[src/rtl/clint_mh_pkg.sv]
// rtl/clint_mh_pkg.sv - shared offsets, reset constants and address decode for clint_mh
package clint_mh_pkg;

    localparam logic [31:0] MSIP_BASE     = 32'h0000_0000;
    localparam logic [31:0] MTIMECMP_BASE = 32'h0000_4000;
    localparam logic [31:0] MTIME_OFF     = 32'h0000_BFF8;

    localparam logic [63:0] MTIME_RST    = 64'h0000_0000_0000_0000;
    localparam logic [63:0] MTIMECMP_RST = 64'hFFFF_FFFF_FFFF_FFFF;

    typedef enum logic [1:0] {
        SEL_NONE     = 2'd0,
        SEL_MSIP     = 2'd1,
        SEL_MTIMECMP = 2'd2,
        SEL_MTIME    = 2'd3
    } sel_e;

    typedef struct packed {
        sel_e       sel;
        logic [3:0] hart;
        logic       hi;
    } dec_t;

    // Hart number from an offset relative to a region base; shift is log2 of the stride.
    function automatic logic [3:0] hart_idx(input logic [31:0] rel, input int shift);
        return 4'(rel >> shift);
    endfunction

    // Classify a byte offset; anything not matched stays SEL_NONE and becomes a bus error.
    function automatic dec_t clint_decode(input logic [31:0] off, input int nhart, input int data_w);
        dec_t        d;
        logic [31:0] rel_msip;
        logic [31:0] rel_cmp;
        logic        half_ok;
        d.sel    = SEL_NONE;
        d.hart   = 4'd0;
        d.hi     = (data_w == 32) && off[2];
        // On a 64-bit bus the +4 word of a 64-bit register is not addressable.
        half_ok  = (data_w == 32) || !off[2];
        // Subtracting the base lets one unsigned compare bound both ends of the region.
        rel_msip = off - MSIP_BASE;
        rel_cmp  = off - MTIMECMP_BASE;
        if (off[1:0] == 2'b00) begin
            if (rel_msip < 32'(4 * nhart)) begin
                d.sel  = SEL_MSIP;
                d.hart = hart_idx(rel_msip, 2);
                d.hi   = 1'b0;
            end else if ((rel_cmp < 32'(8 * nhart)) && half_ok) begin
                d.sel  = SEL_MTIMECMP;
                d.hart = hart_idx(rel_cmp, 3);
            end else if ((off[31:3] == MTIME_OFF[31:3]) && half_ok) begin
                d.sel  = SEL_MTIME;
            end
        end
        return d;
    endfunction

    // New value of a 64-bit register after a write; a 32-bit bus replaces only one half.
    function automatic logic [63:0] merge64(input logic [63:0] old, input logic [63:0] wd,
                                            input logic hi, input int data_w);
        if (data_w == 64) begin
            return wd;
        end
        if (hi) begin
            return {wd[31:0], old[31:0]};
        end
        return {old[63:32], wd[31:0]};
    endfunction

endpackage

[src/rtl/clint_mh_if.sv]
// rtl/clint_mh_if.sv - MMIO request/response bundle between crossbar and clint_mh
interface clint_mh_if #(
    parameter int ADDR_W = 16,
    parameter int DATA_W = 64
);
    logic              clint_req_i;
    logic              clint_we_i;
    logic [ADDR_W-1:0] clint_addr_i;
    logic [DATA_W-1:0] clint_wdata_i;
    logic              clint_rvalid_o;
    logic [DATA_W-1:0] clint_rdata_o;
    logic              clint_err_o;
    logic              clint_skip_o;

    modport master (
        output clint_req_i, clint_we_i, clint_addr_i, clint_wdata_i,
        input  clint_rvalid_o, clint_rdata_o, clint_err_o, clint_skip_o
    );

    modport slave (
        input  clint_req_i, clint_we_i, clint_addr_i, clint_wdata_i,
        output clint_rvalid_o, clint_rdata_o, clint_err_o, clint_skip_o
    );
endinterface

[src/rtl/clint_mh_prescaler.sv]
// rtl/clint_mh_prescaler.sv - mtime prescaler: one tick every PRESC enabled clocks
module clint_mh_prescaler #(
    parameter int PRESC = 1
) (
    input  logic clk,
    input  logic rst_n,
    input  logic en_i,
    input  logic clr_i,
    output logic tick_o
);
    localparam int CW = (PRESC > 1) ? $clog2(PRESC) : 1;

    logic [CW-1:0] cnt_q;
    logic [CW-1:0] cnt_d;

    // Tick on the last count of the period; with PRESC=1 this is every enabled clock.
    assign tick_o = en_i && (cnt_q == CW'(PRESC - 1));

    // A write to mtime restarts the period so the written value lasts a full PRESC clocks.
    always_comb begin
        cnt_d = cnt_q;
        if (clr_i) begin
            cnt_d = '0;
        end else if (en_i) begin
            cnt_d = tick_o ? '0 : cnt_q + 1'b1;
        end
    end

    // Counter register.
    always_ff @(posedge clk or negedge rst_n) begin
        if (!rst_n) begin
            cnt_q <= '0;
        end else begin
            cnt_q <= cnt_d;
        end
    end
endmodule

[src/rtl/clint_mh.sv]
// rtl/clint_mh.sv - multi-hart core-local interruptor with registered MMIO response
module clint_mh
    import clint_mh_pkg::*;
#(
    parameter int NHART  = 1,
    parameter int DATA_W = 64,
    parameter int PRESC  = 1,
    parameter int ADDR_W = 16
) (
    input  logic             clint_clk_i,
    input  logic             clint_rst_n_i,
    clint_mh_if.slave        bus,
    input  logic             clint_tick_en_i,
    output logic [NHART-1:0] clint_mtip_o,
    output logic [NHART-1:0] clint_msip_o
);
    logic [31:0]       off;
    dec_t              dec;
    logic              wr;
    logic              rd;
    logic [63:0]       wdata64;
    logic              mtime_we;
    logic              tick;

    logic [63:0]       mtime_q;
    logic [63:0]       mtime_d;
    logic [63:0]       cmp_all [NHART];
    logic [NHART-1:0]  sip_all;
    logic [NHART-1:0]  tip_all;

    logic [63:0]       rd_val;
    logic [63:0]       rd_sh;
    logic              rvalid_q, rvalid_d;
    logic [DATA_W-1:0] rdata_q, rdata_d;
    logic              err_q, err_d;

    assign off      = 32'(bus.clint_addr_i);
    assign dec      = clint_decode(off, NHART, DATA_W);
    assign wr       = bus.clint_req_i &&  bus.clint_we_i && (dec.sel != SEL_NONE);
    assign rd       = bus.clint_req_i && !bus.clint_we_i && (dec.sel != SEL_NONE);
    assign wdata64  = 64'(bus.clint_wdata_i);
    assign mtime_we = wr && (dec.sel == SEL_MTIME);

    clint_mh_prescaler #(.PRESC(PRESC)) u_presc (
        .clk    (clint_clk_i),
        .rst_n  (clint_rst_n_i),
        .en_i   (clint_tick_en_i),
        .clr_i  (mtime_we),
        .tick_o (tick)
    );

    // mtime: a bus write beats the increment, and a half write applies no carry that cycle.
    always_comb begin
        mtime_d = mtime_q;
        if (mtime_we) begin
            mtime_d = merge64(mtime_q, wdata64, dec.hi, DATA_W);
        end else if (tick) begin
            mtime_d = mtime_q + 64'd1;
        end
    end

    // mtime register; wraps silently at 2^64.
    always_ff @(posedge clint_clk_i or negedge clint_rst_n_i) begin
        if (!clint_rst_n_i) begin
            mtime_q <= MTIME_RST;
        end else begin
            mtime_q <= mtime_d;
        end
    end

    for (genvar h = 0; h < NHART; h++) begin : g_hart
        logic [63:0] cmp_q, cmp_d;
        logic        sip_q, sip_d;
        logic        tip_q, tip_d;
        logic        cmp_we;
        logic        sip_we;

        assign cmp_we = wr && (dec.sel == SEL_MTIMECMP) && (dec.hart == 4'(h));
        assign sip_we = wr && (dec.sel == SEL_MSIP)     && (dec.hart == 4'(h));

        // Per-hart writes and the timer compare, evaluated on current register values.
        always_comb begin
            cmp_d = cmp_we ? merge64(cmp_q, wdata64, dec.hi, DATA_W) : cmp_q;
            sip_d = sip_we ? wdata64[0] : sip_q;
            tip_d = (mtime_q >= cmp_q);
        end

        // Per-hart registers.
        always_ff @(posedge clint_clk_i or negedge clint_rst_n_i) begin
            if (!clint_rst_n_i) begin
                cmp_q <= MTIMECMP_RST;
                sip_q <= 1'b0;
                tip_q <= 1'b0;
            end else begin
                cmp_q <= cmp_d;
                sip_q <= sip_d;
                tip_q <= tip_d;
            end
        end

        assign cmp_all[h] = cmp_q;
        assign sip_all[h] = sip_q;
        assign tip_all[h] = tip_q;
    end

    // Read mux over pre-update values, then half select for a 32-bit bus.
    always_comb begin
        rd_val = 64'd0;
        case (dec.sel)
            SEL_MTIME: rd_val = mtime_q;
            SEL_MSIP: begin
                for (int h = 0; h < NHART; h++) begin
                    if (dec.hart == 4'(h)) rd_val = {63'd0, sip_all[h]};
                end
            end
            SEL_MTIMECMP: begin
                for (int h = 0; h < NHART; h++) begin
                    if (dec.hart == 4'(h)) rd_val = cmp_all[h];
                end
            end
            default: rd_val = 64'd0;
        endcase
        rd_sh    = dec.hi ? {32'd0, rd_val[63:32]} : rd_val;
        rvalid_d = bus.clint_req_i;
        err_d    = bus.clint_req_i && (dec.sel == SEL_NONE);
        rdata_d  = rd ? DATA_W'(rd_sh) : '0;
    end

    // One-cycle registered response; reset drops anything in flight.
    always_ff @(posedge clint_clk_i or negedge clint_rst_n_i) begin
        if (!clint_rst_n_i) begin
            rvalid_q <= 1'b0;
            rdata_q  <= '0;
            err_q    <= 1'b0;
        end else begin
            rvalid_q <= rvalid_d;
            rdata_q  <= rdata_d;
            err_q    <= err_d;
        end
    end

    assign bus.clint_rvalid_o = rvalid_q;
    assign bus.clint_rdata_o  = rdata_q;
    assign bus.clint_err_o    = err_q;
    assign bus.clint_skip_o   = rvalid_q;
    assign clint_mtip_o       = tip_all;
    assign clint_msip_o       = sip_all;
endmodule
[src/flat_wrapper.sv]
// flat-port wrapper written by rule: the top's interface ports become plain ports
module clint_mh_flat import clint_mh_pkg::*;
#(
    parameter int NHART  = 1,
    parameter int DATA_W = 64,
    parameter int PRESC  = 1,
    parameter int ADDR_W = 16
)
  (clint_clk_i, clint_rst_n_i, clint_tick_en_i, clint_mtip_o, clint_msip_o, bus_clint_req_i, bus_clint_we_i, bus_clint_addr_i, bus_clint_wdata_i, bus_clint_rvalid_o, bus_clint_rdata_o, bus_clint_err_o, bus_clint_skip_o);
  clint_mh_if #(.ADDR_W(ADDR_W), .DATA_W(DATA_W)) bus_i ();
  input  logic clint_clk_i;
  input  logic clint_rst_n_i;
  input  logic clint_tick_en_i;
  output logic [NHART-1:0] clint_mtip_o;
  output logic [NHART-1:0] clint_msip_o;
  input wire logic [$bits(bus_i.clint_req_i)-1:0] bus_clint_req_i;
  input wire logic [$bits(bus_i.clint_we_i)-1:0] bus_clint_we_i;
  input wire logic [$bits(bus_i.clint_addr_i)-1:0] bus_clint_addr_i;
  input wire logic [$bits(bus_i.clint_wdata_i)-1:0] bus_clint_wdata_i;
  output wire logic [$bits(bus_i.clint_rvalid_o)-1:0] bus_clint_rvalid_o;
  output wire logic [$bits(bus_i.clint_rdata_o)-1:0] bus_clint_rdata_o;
  output wire logic [$bits(bus_i.clint_err_o)-1:0] bus_clint_err_o;
  output wire logic [$bits(bus_i.clint_skip_o)-1:0] bus_clint_skip_o;
  assign bus_i.clint_req_i = bus_clint_req_i;
  assign bus_i.clint_we_i = bus_clint_we_i;
  assign bus_i.clint_addr_i = bus_clint_addr_i;
  assign bus_i.clint_wdata_i = bus_clint_wdata_i;
  assign bus_clint_rvalid_o = bus_i.clint_rvalid_o;
  assign bus_clint_rdata_o = bus_i.clint_rdata_o;
  assign bus_clint_err_o = bus_i.clint_err_o;
  assign bus_clint_skip_o = bus_i.clint_skip_o;
  clint_mh #(.NHART(NHART), .DATA_W(DATA_W), .PRESC(PRESC), .ADDR_W(ADDR_W)) u_core (.clint_clk_i(clint_clk_i), .clint_rst_n_i(clint_rst_n_i), .bus(bus_i), .clint_tick_en_i(clint_tick_en_i), .clint_mtip_o(clint_mtip_o), .clint_msip_o(clint_msip_o));
endmodule
[config.mk]
export PLATFORM = sky130hd
export DESIGN_NAME = clint_mh_flat
export DESIGN_NICKNAME = d
export VERILOG_FILES = /design/src/rtl/clint_mh_pkg.sv /design/src/rtl/clint_mh_if.sv /design/src/rtl/clint_mh_prescaler.sv /design/src/rtl/clint_mh.sv /design/src/flat_wrapper.sv
export SDC_FILE = /design/constraint.sdc
export NUM_CORES = 1
export LEC_CHECK = 0
export ABC_CLOCK_PERIOD_IN_PS = 2900
export CAP_MARGIN = 25
export CORE_UTILIZATION = 45
export CTS_CLUSTER_DIAMETER = 100
export DETAILED_ROUTE_END_ITERATION = 6
export HOLD_SLACK_MARGIN = 0.05
export PLACE_DENSITY = 0.77
export RECOVER_POWER = 50
export SYNTH_ARGS = -nofsm -noshare
export SYNTH_HDL_FRONTEND = slang
export SYNTH_HIERARCHICAL = 1
export SYNTH_SLANG_ARGS = --single-unit
[constraint.sdc]
create_clock -name clint_clk_i -period 2.9 [get_ports clint_clk_i]
set_input_delay 0.87 -clock clint_clk_i [delete_from_list [all_inputs] [get_ports clint_clk_i]]
set_output_delay 0.87 -clock clint_clk_i [all_outputs]
set_load 0.01 [all_outputs]
Word level (Yosys, flattened, before mapping) --
Cells that the tools add are included.
Storage, ports and cells: bits in registers 197, bits of input ports 85, output and inout port bits 69
Operators by class: add/subtract/negate cells 3, $lt $le $gt $ge 3, eq/ne operators 6, multiplexer cells 22, bitwise logic cells 1, reduce and logical (&&, ||, !) cells 23
Operator list (number):
- 64-bit two-way mux | 8
- 64-bit case mux with 3 select lines | 1
- 64-bit by 1-bit adder with 64-bit output (second input constant) | 1
- 64-bit greater-or-equal comparator | 1
- 32-bit by 4-bit < comparator with 1-bit output (second input constant) | 1
- 16-bit by 15-bit subtractor with 17-bit output (second input constant) | 1
- 16-bit by 3-bit < comparator with 1-bit output (second input constant) | 1
- 13-bit equality test (second input constant) | 1
- 1-bit logical AND | 13
- 1-bit two-way mux | 8
- 7-bit two-way mux | 1
- 6-bit two-way mux | 1
- 2-bit nonzero test | 3
- 2-bit equality test (second input constant) | 2
- 2-bit zero test | 2
- 4-bit zero test | 1
- 2-bit two-way mux | 2
- 4-bit two-way mux | 1
- 4-bit inequality test (second input constant) | 1
- 2-bit AND reduction | 2
- 3-bit inequality test (second input constant) | 1
- 2-bit by 1-bit equality test with 1-bit output (second input constant) | 1
- 1-bit zero test | 2
- 1-bit adder (second input constant) | 1
- 1-bit inverter | 1

Logic depth before layout (Yosys ltp) --
word-level depth 15, gate-level depth with buffers 10

By module --
The synthesis kept the hierarchy.
Modules (own cells, without submodules):
- clint_mh | instances 1, cells each 1007, area each 10287.4 um2, sequential area each 4984.8 um2
- clint_mh_prescaler | instances 1, cells each 3, area each 46.3 um2, sequential area each 25.0 um2

Worst setup path before layout --
OpenSTA, ideal clock, no wires.
path kind in2reg, from input port bus_clint_addr_i[10], to register u_core.g_hart[0].cmp_q[0], in the netlist u_core/cmp_all[0], library setup time 0.082 ns, arrival time 2.500 ns, setup slack 0.318 ns, stages on the path 9, path buffers 3, cell sequence nor4_1 > nand4_1 > inv_1 > and3_1 > buf_2 > and3_1 > buf_2 > buf_2 > mux2_2
On the way: word-level cells in the longest chain between the ends 10
RTL lines:
- from (decl) | RTL line flat_wrapper.sv:18 | input wire logic [$bits(bus_i.clint_addr_i)-1:0] bus_clint_addr_i;
- 16-bit by 15-bit subtractor with 17-bit output or 13-bit equality test (tied branches) | RTL line clint_mh_pkg.sv:42, clint_mh_pkg.sv:51
- 32-bit by 4-bit < comparator with 1-bit output or 1-bit logical AND (tied branches) | RTL line clint_mh_pkg.sv:48, clint_mh_pkg.sv:51
- 1-bit logical AND or 2-bit two-way mux (tied branches) | RTL line clint_mh_pkg.sv:48, clint_mh_pkg.sv:51
- 2-bit two-way mux | RTL line clint_mh_pkg.sv:48 | end else if ((rel_cmp < 32'(8 * nhart)) && half_ok) begin
- 6-bit two-way mux (*) | RTL line clint_mh_pkg.sv:44 | if (rel_msip < 32'(4 * nhart)) begin
- 7-bit two-way mux (*) | RTL line clint_mh_pkg.sv:43 | if (off[1:0] == 2'b00) begin
- 2-bit nonzero test | RTL line clint_mh.sv:39 | assign wr = bus.clint_req_i && bus.clint_we_i && (dec.sel != SEL_NONE);
- 1-bit logical AND | RTL line clint_mh.sv:39
- 1-bit logical AND | RTL line clint_mh.sv:78 | assign cmp_we = wr && (dec.sel == SEL_MTIMECMP) && (dec.hart == 4'(h));
- 1-bit logical AND (*) | RTL line clint_mh.sv:78
- to (signal assigned) | RTL line clint_mh.sv:95 | cmp_q <= cmp_d;
- to (decl) | RTL line clint_mh.sv:72 | logic [63:0] cmp_q, cmp_d;
Mark *: on every way between the ends. The rest lies on a longest branch, timed or not. A chain may end at the register's enable or synchronous reset.

Worst setup path in the final report --
from input port bus_clint_addr_i[6], to register u_core.rdata_q[4], in the netlist u_core/bus.clint_rdata_o[4]
On the way: word-level cells in the longest chain between the ends 11
RTL lines:
- 16-bit by 15-bit subtractor with 17-bit output | RTL line clint_mh_pkg.sv:42 | rel_cmp = off - MTIMECMP_BASE;
- 32-bit by 4-bit < comparator with 1-bit output | RTL line clint_mh_pkg.sv:48
- 1-bit logical AND | RTL line clint_mh_pkg.sv:48
- 4-bit two-way mux | RTL line clint_mh_pkg.sv:48
- 6-bit two-way mux (*) | RTL line clint_mh_pkg.sv:44
- 7-bit two-way mux (*) | RTL line clint_mh_pkg.sv:43
- 4-bit zero test | RTL line clint_mh.sv:118 | if (dec.hart == 4'(h)) rd_val = cmp_all[h];
- 64-bit two-way mux | RTL line clint_mh.sv:118
- 64-bit case mux with 3 select lines | RTL line clint_mh.sv:109 | case (dec.sel)
- 64-bit two-way mux | RTL line clint_mh.sv:123 | rd_sh = dec.hi ? {32'd0, rd_val[63:32]} : rd_val;
- 64-bit two-way mux (*) | RTL line clint_mh.sv:126 | rdata_d = rd ? DATA_W'(rd_sh) : '0;
- via u_core.rdata_d[4] | RTL line clint_mh.sv:34 | logic [DATA_W-1:0] rdata_q, rdata_d;
- to (signal assigned) | RTL line clint_mh.sv:137 | rdata_q <= rdata_d;
- to (decl) | RTL line clint_mh.sv:34
Mark *: on every way through the listed nets, which the timed path passes. The rest lies on a longest branch.

==> results.tsv <==
stage	metric	value	unit
place	RePlAce Congestion	0.856	
worst_setup_path	critical path required time	3.23	ns
cells_and_area	antenna cells	0	
timing	Fin Setup TNS	0	ns
drt	Detailed Routing Iterations Pass 1	7	
clocking	H-tree depth	4	
floorplanning	FP Rows	55	
grt	largest net degree at the start of global routing	65	
clocking	CTS Sinks	197	
drt	Routed wire per std cell	17.7	um
power	leakage	5.44	nW
logic_synthesis	#FFs+latches synth	197	
floorplanning	initial core utilization	45.8	%
worst_setup_path	worst r2r src	u_core/cmp_all[22]	
timing	Fin Hold WS	0.525	ns
hold_path	hold path endpoint	u_core/u_presc/cnt_q	
grt	first-pass GRT wire length	43.3	mm
drt	Via Count	8150	
worst_setup_path	capture point of the worst reg-to-reg path	u_core/clint_mtip_o	
clocking	CTS tree	yes	
hold_path	worst hold path depth	1	
grt	initial antenna violation count	0	
worst_setup_path	CP Max Fanout	40	
logic_synthesis	synth warn	6	
drt	DRC	0	
place	IO Port Bufs	153	
worst_setup_path	worst reg2reg setup slack	0.32	ns
timing	final setup skew	0.0125	ns
grt	gr ovfl total	0	
clocking	CTS hold repair buffers	0	
logic_synthesis	Mean Syn Cell Area	10.2	um^2
cells_and_area	Layout area overhead	25.3	%
floorplanning	Top Ports	154	
clocking	Max clock buf depth	2	
worst_setup_path	critical path cell sequence	clkdlybuf4s50_1, nor4_1, nand4_1, inv_1, o21ai_0, or3b_2, buf_12, nor2_1	
place	cell area after placement	12400	um^2
worst_setup_path	slowest stage delay, CP	0.51	ns
cells_and_area	final instance area	12900	um^2
clocking	Reg clk slew, reported paths	0.07	ns
run	MaxCap Viol Count	0	
floorplanning	core area	22600	um^2
worst_setup_path	CP max stage cell	or3b_2	
logic_synthesis	Cell variety after synth	56	
timing	final hold vios	0	
power	pwr/cell area	435	nW/um^2
timing	Slew HR	10.2	%
worst_setup_path	critical path startpoint category	primary input	
place	Detailed Place HPWL	18.6	mm
cells_and_area	share of cells above drive strength 1	18.0	%
cells_and_area	Final nets	1323	
clocking	Clk Latency, worst-skew pair	0.43	ns
timing	fmax	384	MHz
drt	number of DRC markers in iteration 0	482	
floorplanning	die footprint	23600	um^2
worst_setup_path	Critical Path AT	2.93	ns
grt	Tot GR Track Use	23.2	%
timing	Max Slew Vio Count	0	
drt	vias per cell	5.54	
logic_synthesis	asr flop ratio synth	100	%
floorplanning	Die Height	154	um
clocking	number of gates resized after cts	0	
grt	number of global-route vias before repair	8283	
hold_path	worst hold path startpoint	u_core/u_presc/cnt_q	
worst_setup_path	r2r worst-path depth	8	
logic_synthesis	Mapped Area	10300	um^2
status	outcome	completed	
cells_and_area	fill cell total of the finished layout	1909	
logic_synthesis	Synthesized Nets	1160	
hold_path	HP Class	flip-flop to flip-flop	
logic_synthesis	ys flop type	dfrtp_1	
timing	setup repair after global routing missed its margin	false	
timing	final setup fails	0	
timing	Tmin final	2.60	ns
worst_setup_path	CP Class	primary input to flip-flop	
drt	DRT antenna net count	0	
clocking	total CTS buffers	17	
drt	Routed WL	26.0	mm
timing	period utilization	89.7	%
clocking	Root Buffer	clkbuf_16	
power	Worst VDD drop	0.000267	V
clocking	Setup Buffers After CTS	0	
floorplanning	Die Wd	154	um
logic_synthesis	sequential area share after synthesis	48.5	%
worst_setup_path	crit end category	flip-flop	
timing	worst slew pin tran	1.35	ns
logic_synthesis	Post-Synthesis Cells	1010	
logic_synthesis	Post-synth EDFFs	0	
-- cell usage after synthesis (4+ instances only) --
cell,n,area share [%]
a21oi_1,21,1.0
xor2_1,42,3.6
mux2_2,66,7.2
a22oi_1,64,4.6
xnor2_1,18,1.5
nor3_1,10,0.48
nor4_1,7,0.42
o21ai_1,28,1.4
buf_2,10,0.48
dfrtp_1,133,32
nand3_1,34,1.6
nand2_1,87,3.2
nor2_1,99,3.6
dfstp_2,64,16
inv_1,71,2.6
and3_1,16,0.97
and2_1,5,0.30
o21ai_0,39,1.9
clkbuf_1,31,1.1
ha_1,65,7.9
nand4_1,35,2.1
a221oi_1,4,0.34
a21o_1,5,0.36
and4_1,7,0.59
-- critical path, delay by kind of cell --
family / cells / cell delay [ns]
buf+inv: 3 / 0.71
simple gates: 4 / 1.22
compound gates: 1 / 0.12
-- area by class of cell --
class / instances / area, um^2 / area share (%)
clock inverters: 8 / 77.6 / 0.599
well taps: 285 / 357 / 2.75
clock buffers: 24 / 472 / 3.64
repair buffers: 193 / 1930 / 14.9
flip-flops and latches: 197 / 5010 / 38.7
inverters: 72 / 270 / 2.09
multi-input cells: 692 / 4830 / 37.3
-- power by group --
part	internal, W	switching [W]
Combinational	0.000242	0.000247
Clock	0.00123	0.00103
Sequential	0.00280	0.0000907
Total	0.00427	0.00136
-- worst max-delay path by stage --
| stage | start | endpoint | slack, ns | cells past startpoint |
|---|---|---|---|---|
| 2_1_floorplan | bus_clint_addr_i[10] | u_core/cmp_all[0] | 0.32 | 9 |
| 3_3_place_gp | bus_clint_addr_i[10] | u_core/cmp_all[14] | -0.1 | 8 |
| 3_5_place_dp | bus_clint_addr_i[6] | u_core/cmp_all[13] | -0.12 | 8 |
| 4_1_cts | u_core/cmp_all[53] | u_core/clint_mtip_o | 0.29 | 9 |
| 5_1_grt | bus_clint_addr_i[6] | u_core/bus.clint_rdata_o[4] | 0.11 | 8 |
| 6_report | bus_clint_addr_i[6] | u_core/bus.clint_rdata_o[4] | 0.30 | 8 |
-- cells by family (layout without fill, tap and decap cells) --
| group | after synthesis | after routing | share of synthesized area, % |
|---|---|---|---|
| flops | 197 | 197 | 48.5 |
| simple gates | 320 | 320 | 15.4 |
| compound gates | 180 | 180 | 11.1 |
| xor+xnor | 60 | 60 | 5.09 |
| fa+ha+maj | 65 | 65 | 7.87 |
| buf+inv | 121 | 297 | 4.77 |
| mux | 67 | 67 | 7.29 |
-- cells in the final DEF, fill, tap and decap left out, types with 18 or more instances in the layout --
cell,Yosys,final
a21oi_1,21,21
a22oi_1,64,64
buf_4,3,27
clkdlybuf4s50_1,0,119
dfrtp_1,133,133
dfstp_2,64,64
dlygate4sd3_1,0,33
ha_1,65,65
inv_1,71,71
mux2_2,66,66
nand2_1,87,87
nand3_1,34,34
nand4_1,35,35
nor2_1,99,99
o21ai_0,39,39
o21ai_1,28,28
xnor2_1,18,18
xor2_1,42,42
-- through the flow --
step	std cells	util [%]	setup WS [ns]	total power [W]
3_5_place_dp	1439	55.1	-0.117	0.00343
6_report	1471	57.4	0.299	0.00564
3_3_place_gp	1439	55.1	-0.0953	0.00342
2_1_floorplan	1010	-	0.318	0.00312
4_1_cts	1471	57.6	0.290	0.00569
5_1_grt	1471	57.4	0.114	0.00587
-- per-layer routing --
layer	routed length [um]	vias up	global-route usage, %
met1	11500	4011	30.9
met3	1330	36	3.97
met5	0	-	0
li1	-	3868	-
met4	515	0	7.95
met2	12700	235	38.1
-- registers in the layout (all words and copies together), names as in the netlist --
| signal | cells |
|---|---|
| u_core/bus.clint_err_o | 1 |
| u_core/bus.clint_rdata_o | 64 |
| u_core/bus.clint_rvalid_o | 1 |
| u_core/clint_msip_o | 1 |
| u_core/clint_mtip_o | 1 |
| u_core/cmp_all | 64 |
| u_core/mtime_q | 64 |
| u_core/u_presc/cnt_q | 1 |
(Power assumes the default switching activity.)
